[src/rtl/gpu_bus_pkg.sv]
// Shared definitions for the CPU-facing GPU bus blocks: register map, memory
// region layout and the prefetch FSM encoding.
package gpu_bus_pkg;

  localparam logic [2:0] REG_PTR_LO = 3'd4;
  localparam logic [2:0] REG_PTR_HI = 3'd5;
  localparam logic [2:0] REG_DATA   = 3'd6;
  localparam logic [2:0] REG_STATUS = 3'd7;

  localparam logic [15:0] TILE_BASE  = 16'h0000;
  localparam logic [15:0] TILE_LIMIT = 16'h07FF;
  localparam logic [15:0] ATTR_BASE  = 16'h0800;
  localparam logic [15:0] ATTR_LIMIT = 16'h17FF;
  localparam int          COLOR_SPAN = 16;

  typedef enum logic [1:0] {
    PF_IDLE    = 2'd0,
    PF_ISSUE   = 2'd1,
    PF_CAPTURE = 2'd2
  } pf_state_e;

  typedef enum logic [1:0] {
    RGN_NONE  = 2'd0,
    RGN_TILE  = 2'd1,
    RGN_ATTR  = 2'd2,
    RGN_COLOR = 2'd3
  } region_e;

  typedef struct packed {
    logic       rw;
    logic [2:0] addr;
    logic [7:0] wdata;
  } cpu_req_t;

  // Color window compared at 17 bits so a base near 16'hFFFF cannot wrap.
  function automatic region_e decode_region(input logic [15:0] ptr,
                                            input logic [15:0] color_base);
    region_e rg;
    rg = RGN_NONE;
    if (ptr <= TILE_LIMIT)
      rg = RGN_TILE;
    else if (ptr >= ATTR_BASE && ptr <= ATTR_LIMIT)
      rg = RGN_ATTR;
    else if ({1'b0, ptr} >= {1'b0, color_base} &&
             {1'b0, ptr} <  {1'b0, color_base} + 17'(COLOR_SPAN))
      rg = RGN_COLOR;
    return rg;
  endfunction

endpackage

[src/rtl/cpu_clk_sync.sv]
// Brings the CPU bus clock into the GPU clock domain and flags its rising edge
// as a one-cycle pulse.
module cpu_clk_sync #(
  parameter int STAGES = 2
) (
  input  logic clk,
  input  logic rst_n,
  input  logic cpu_clk_i,
  output logic rise_o
);

  logic [STAGES-1:0] sync_q;
  logic [STAGES:0]   chain;
  logic              last_q;

  assign chain = {sync_q, cpu_clk_i};

  always_ff @(posedge clk or negedge rst_n) begin
    if (!rst_n) begin
      sync_q <= '0;
      last_q <= 1'b0;
    end else begin
      sync_q <= chain[STAGES-1:0];
      last_q <= sync_q[STAGES-1];
    end
  end

  assign rise_o = sync_q[STAGES-1] & ~last_q;

endmodule

[src/rtl/bus_read_interface.sv]
// CPU read side of the GPU bus: auto-incrementing VRAM pointer with a one-byte
// prefetch buffer fed from the tile, attribute or color memory.
module bus_read_interface
  import gpu_bus_pkg::*;
#(
  parameter int          SYNC_STAGES = 2,
  parameter logic [15:0] COLOR_BASE  = 16'h1800
) (
  input  logic        clk,
  input  logic        reset_n,
  input  logic        cpu_clk,
  input  logic        cs,
  input  logic        rw,
  input  logic [2:0]  addr,
  input  logic [7:0]  data_in,
  output logic [7:0]  data_out,
  output logic        data_oe,
  output logic        tile_memory_read_enable,
  output logic [10:0] tile_memory_read_addr,
  input  logic [7:0]  tile_memory_read_data,
  output logic        attribute_memory_read_enable,
  output logic [11:0] attribute_memory_read_addr,
  input  logic [7:0]  attribute_memory_read_data,
  output logic        color_memory_read_enable,
  output logic [3:0]  color_memory_read_addr,
  input  logic [7:0]  color_memory_read_data
);

  cpu_req_t  req;
  logic      cpu_rise, commit, ptr_load;
  logic [15:0] ptr_q, ptr_d;
  logic [7:0]  buf_q, buf_d, sel_data, rdata;
  logic        valid_q, valid_d, busy;
  pf_state_e   state_q, state_d;
  region_e     region;

  cpu_clk_sync #(.STAGES(SYNC_STAGES)) u_sync (
    .clk      (clk),
    .rst_n    (reset_n),
    .cpu_clk_i(cpu_clk),
    .rise_o   (cpu_rise)
  );

  assign req    = '{rw: rw, addr: addr, wdata: data_in};
  assign commit = cpu_rise & ~cs;

  always_comb begin
    ptr_d    = ptr_q;
    ptr_load = 1'b0;
    if (commit) begin
      if (!req.rw && req.addr == REG_PTR_LO) begin
        ptr_d[7:0] = req.wdata;
        ptr_load   = 1'b1;
      end else if (!req.rw && req.addr == REG_PTR_HI) begin
        ptr_d[15:8] = req.wdata;
        ptr_load    = 1'b1;
      end else if (req.rw && req.addr == REG_DATA) begin
        ptr_d    = ptr_q + 16'd1;
        ptr_load = 1'b1;
      end
    end
  end

  // Region follows the live pointer; a pointer change always restarts the FSM,
  // so ISSUE and CAPTURE never see a region other than the one being fetched.
  assign region = decode_region(ptr_q, COLOR_BASE);

  always_comb begin
    sel_data = 8'h00;
    case (region)
      RGN_TILE:  sel_data = tile_memory_read_data;
      RGN_ATTR:  sel_data = attribute_memory_read_data;
      RGN_COLOR: sel_data = color_memory_read_data;
      default:   sel_data = 8'h00;
    endcase
  end

  always_comb begin
    state_d = state_q;
    buf_d   = buf_q;
    valid_d = valid_q;
    if (ptr_load) begin
      state_d = PF_ISSUE;
      valid_d = 1'b0;
    end else begin
      case (state_q)
        PF_IDLE:    state_d = PF_IDLE;
        PF_ISSUE:   state_d = PF_CAPTURE;
        PF_CAPTURE: begin
          buf_d   = sel_data;
          valid_d = 1'b1;
          state_d = PF_IDLE;
        end
        default:    state_d = PF_IDLE;
      endcase
    end
  end

  always_ff @(posedge clk or negedge reset_n) begin
    if (!reset_n) begin
      ptr_q   <= 16'h0000;
      buf_q   <= 8'h00;
      valid_q <= 1'b0;
      state_q <= PF_IDLE;
    end else begin
      ptr_q   <= ptr_d;
      buf_q   <= buf_d;
      valid_q <= valid_d;
      state_q <= state_d;
    end
  end

  assign busy = (state_q != PF_IDLE);

  assign tile_memory_read_enable      = (state_q == PF_ISSUE) && (region == RGN_TILE);
  assign attribute_memory_read_enable = (state_q == PF_ISSUE) && (region == RGN_ATTR);
  assign color_memory_read_enable     = (state_q == PF_ISSUE) && (region == RGN_COLOR);

  assign tile_memory_read_addr      = (region == RGN_TILE)  ? 11'(ptr_q - TILE_BASE) : 11'h000;
  assign attribute_memory_read_addr = (region == RGN_ATTR)  ? 12'(ptr_q - ATTR_BASE) : 12'h000;
  assign color_memory_read_addr     = (region == RGN_COLOR) ? ptr_q[3:0]             : 4'h0;

  always_comb begin
    rdata = 8'h00;
    case (addr)
      REG_PTR_LO: rdata = ptr_q[7:0];
      REG_PTR_HI: rdata = ptr_q[15:8];
      REG_DATA:   rdata = buf_q;
      REG_STATUS: rdata = {6'b0, busy, valid_q};
      default:    rdata = 8'h00;
    endcase
  end

  assign data_oe  = ~cs & rw;
  assign data_out = data_oe ? rdata : 8'h00;

endmodule

[config.mk]
export PLATFORM = sky130hd
export DESIGN_NAME = bus_read_interface
export DESIGN_NICKNAME = d
export VERILOG_FILES = /design/src/rtl/gpu_bus_pkg.sv /design/src/rtl/cpu_clk_sync.sv /design/src/rtl/bus_read_interface.sv
export SDC_FILE = /design/constraint.sdc
export NUM_CORES = 1
export LEC_CHECK = 0
export BUFFER_PORTS_ARGS = -buffer_cell sky130_fd_sc_hd__buf_4
export CAP_MARGIN = 20
export CORE_MARGIN = 2
export CORE_UTILIZATION = 25
export DETAILED_ROUTE_END_ITERATION = 7
export SYNTH_ARGS = -nofsm -noshare
export SYNTH_HDL_FRONTEND = slang
export SYNTH_HIERARCHICAL = 1
export SYNTH_SLANG_ARGS = --single-unit
export TNS_END_PERCENT = 100
[constraint.sdc]
create_clock -name clk -period 3.5 [get_ports clk]
set_input_delay 0.175 -clock clk [delete_from_list [all_inputs] [get_ports clk]]
set_output_delay 0.175 -clock clk [all_outputs]
set_load 0.01 [all_outputs]
==> results <==
- The run finished with clean final reports.
- The final cell utilization of the core is 34.2%.
- Measured in cells, the most critical reg-to-reg path has a length of 4.
- The congestion estimate from routability-driven global placement came to 0.846.
- STA classifies the critical path startpoint as a flop.
- The cell area after synthesis is 2270 µm².
- The post-route netlist has 29.0% of its cells at a drive strength greater than 1.
- The number of setup buffers added after CTS is 0.
- The largest individual stage delay along the critical path comes from the cell xor2_1.
- The total number of placement rows is 34.
- The number of buffers on the longest clock path is 2.
- The total global-route track usage is 15.0%.
- In the synthesized netlist the dominant register cell turns out to be dfrtp_1.
- The initial antenna violation count came to 0.
- The type of the setup path with the least slack is reg2out.
- The element type at the critical path end is an output port.
- The number of violations of the max-capacitance limit is 0.
- The total setup violations reported at the end of the flow is 0.
- The clock reaches the later pin of the worst-skew pair after 0.29 ns.
- The length of the first detailed-routing pass in iterations is 4.
- The HPWL after detailed placement is 5.48 mm.
- The total area inside the core boundary comes to 8760 µm².
- The max-slew violation count is 0.
- In the routed design, unresolved DRC markers number 0.
- The flop-to-flop setup slack is 1.27 ns.
- The normalized max-slew margin is 35.2%.
- The deepest level of the CTS H-tree is 2.
- In this run, CTS created clock tree buffers numbering 5.
- The repair_antennas step left the layout with diodes totalling 0.
- The count of unique library cells instantiated by Yosys is 50.
- The fmax is 384 MHz.
- Yosys printed 6 warnings.
- The total power is 849 µW.
- The delay of the slowest cell on the worst path is 0.66 ns.
- The synthesized netlist cell count is 271.
- The net count of the finished layout is 375.
- Dividing the detail-routed via count by the number of cells gives 5.23.
- The global-route congestion overflow total is 0.
- The pin count of the biggest net entering global routing is 31.
- Sequential cells were found to cover 33.1% of the synthesized design area.
- Yosys mapped a number of flops with a built-in enable equal to 0.
- Data on the critical path is required at its endpoint by 3.32 ns.
- The die covers 9850 µm².
- The clock root buffer master is clkbuf_8.
- The CTS tree is yes.
- The hold violation count in the final report came to 0.
- The most critical setup path has its startpoint at ptr_q[11].
- The synthesized design contains 30 register bits.
- For this configuration, the core starts out at a cell density of 25.9%.
- Following the worst setup path forward leads to its endpoint at attribute_memory_read_enable.
- From synthesis to final layout, the design area changed by 32.2%.
- The worst register-to-register path begins at ptr_q[11].
- The total detailed-routing wirelength is 7.33 mm.
- Counting buffers and inverters, the worst setup path is 4 cells deep.
- In the synthesized netlist the async set-or-reset flop fraction comes to 100%.
- The top-level port count is 79.
- Setup repair after global routing left no endpoint under its margin.
- For the final routed database, the setup TNS stands at 0 ns.
- When the netlist entered floorplanning its net count stood at 313.
- The number of global-route vias before repair is 2237.
- The floorplan step set the die width to 99.3 µm.
- After layout, the minimum clock period comes to 2.60 ns.
- The type of the tightest min-delay check is in2reg.
- The worst register-to-register path ends at buf_q[2].
- The critical path's top delay family is simple AND/OR/NAND/NOR gates.
- The final route contains 2311 vias.
- In the final routed layout, each cell accounts on average for 16.6 µm.
- The power density relative to cell area is 283 nW/µm².
- The die height is 99.3 µm.
- The DRC violation total after the first TritonRoute iteration is 188.
- The number of buffers and inverters on the critical path is 1.
- For this design the static power due to leakage is 0.00144 µW.
- The largest fanout on the critical path is 12.
- The average footprint of a synthesized cell is 8.37 µm².
- Across the routed clock network, the largest skew measured is 0.00532 ns.
- IR analysis of the VDD net gives a maximum drop of 155 µV.
- After clock tree synthesis, the clock-pin slew on the worst setup and hold paths is 0.07 ns.
- The number of routed nets with antenna violations is 0.
- Input and output buffers added on the ports amount to 78.
- At the pin with the least slew margin, the transition time is 0.969 ns.
- The first global-routing pass estimated 11.8 mm of wire.
- Walking the worst path, the cells encountered are xor2_1 > and2_0 > and3b_1 > buf_4.
- CTS saw 30 sinks.
- Dividing the final minimum period by the clock period gives 74.3%.
- The arrival time of data at the critical path endpoint is 2.43 ns.
-- kinds of logic after synthesis --
logic type,Yosys count,share of synthesized area [%]
xor+xnor,2,0.772
flops,30,33.1
compound gates,73,21.9
fa+ha+maj,2,1.10
simple gates,120,31.3
mux,11,5.41
buf+inv,33,6.40
-- stage by stage --
step	hold slack (ns)	cell area [µm²]	setup WS (ns)	instances
floorplan	-0.121	2270	1.75	271
global placement	0.133	2880	1.29	431
detailed placement	0.136	2880	1.25	431
CTS	0.190	2990	0.929	441
global route	0.226	3000	0.723	442
finish	0.183	3000	0.899	442
-- where the power goes --
part	switching, µW	total, µW	internal [µW]
clock	143	301	158
combinational	65.9	137	71.3
sequential	40.9	411	370
-- sequential cells by signal, summed over array words and instances, names as in the netlist --
| register | count |
|---|---|
| valid_q | 1 |
| u_sync/last_q | 1 |
| state_q | 2 |
| ptr_q | 16 |
| buf_q | 8 |
| u_sync/sync_q | 2 |
-- worst register-to-register path, cell delays in order, from the launching register on --
cell and delay (ns):
dfrtp_1 0.61, xor2_1 0.66, and2_0 0.52, a221o_1 0.25, a22o_1 0.13
-- cells in the final DEF, fill, tap and decap left out, types with 2 or more instances in the layout --
cell,instances
or4_1,2
nand2_1,13
nand3b_1,4
and2_1,6
nand2b_1,4
o211ai_1,2
nand3_1,9
xor2_1,2
nor2_1,21
a211oi_1,2
dlygate4sd3_1,2
nand4_1,6
ha_1,2
and3b_1,2
a22o_1,7
and3_1,29
clkbuf_8,6
or2_2,2
a21oi_1,23
o22ai_1,5
a221o_1,7
mux2i_1,10
nor3_1,2
buf_4,79
inv_1,6
o21ai_0,12
and4_1,5
nor2b_1,4
dfrtp_1,30
a2bb2oi_1,8
-- layer usage --
layer	vias up	global-route usage, %	wire length (µm)
li1	1135	-	-
met1	1098	19.3	3250
met2	69	24.8	3480
met3	9	4.29	516
met4	0	3.69	87
met5	-	0	0
-- Yosys cell counts (all sizes together), types with 2 or more instances --
cell     instances  area share [%]
dfrtp           30              33
and3            29             8.0
a21oi           24             5.5
nor2            21             3.5
clkbuf          16             2.6
nand2           13             2.2
o21ai           12             2.6
buf             11             2.8
mux2i           10             4.4
nand3            9             2.0
a2bb2oi          8             3.1
a221o            7             3.1
a22o             7             2.7
and2             7             1.9
inv              6            0.99
nand4            6             1.7
and4             5             1.9
nor2b            5             1.7
o22ai            5             1.4
nand2b           4             1.1
nand3b           4             1.3
nor3             3            0.66
a211oi           2            0.66
and3b            2            0.77
ha               2             1.1
o211ai           2            0.66
or2              2            0.55
or4              2            0.66
xor2             2            0.77
-- area by class of cell --
cell class	count	area [µm²]
Tap cell	108	135
Inverter	6	22.5
Sequential cell	30	751
Timing Repair Buffer	82	618
Clock buffer	6	82.6
Fill cell	918	5760
Clock inverter	2	12.5
Multi-Input combinational cell	208	1380
-- worst min-delay path by stage --
stage,start,endpoint,depth (start not counted)
after global routing,color_memory_read_data[1],buf_q[1],3
after floorplan,reset_n,buf_q[0],0
after global placement,reset_n,buf_q[6],1
after CTS,data_in[1],ptr_q[1],3
final,data_in[1],ptr_q[1],3
after detailed placement,reset_n,buf_q[6],1
-- what timing repair did --
item	in CTS	in global routing
hold buffers	2	0
hold endpoints to repair	31	0
endpoints found under the setup margin	0	0
gates resized for setup	0	0
Note: power is estimated with default switching activity, not from simulation.
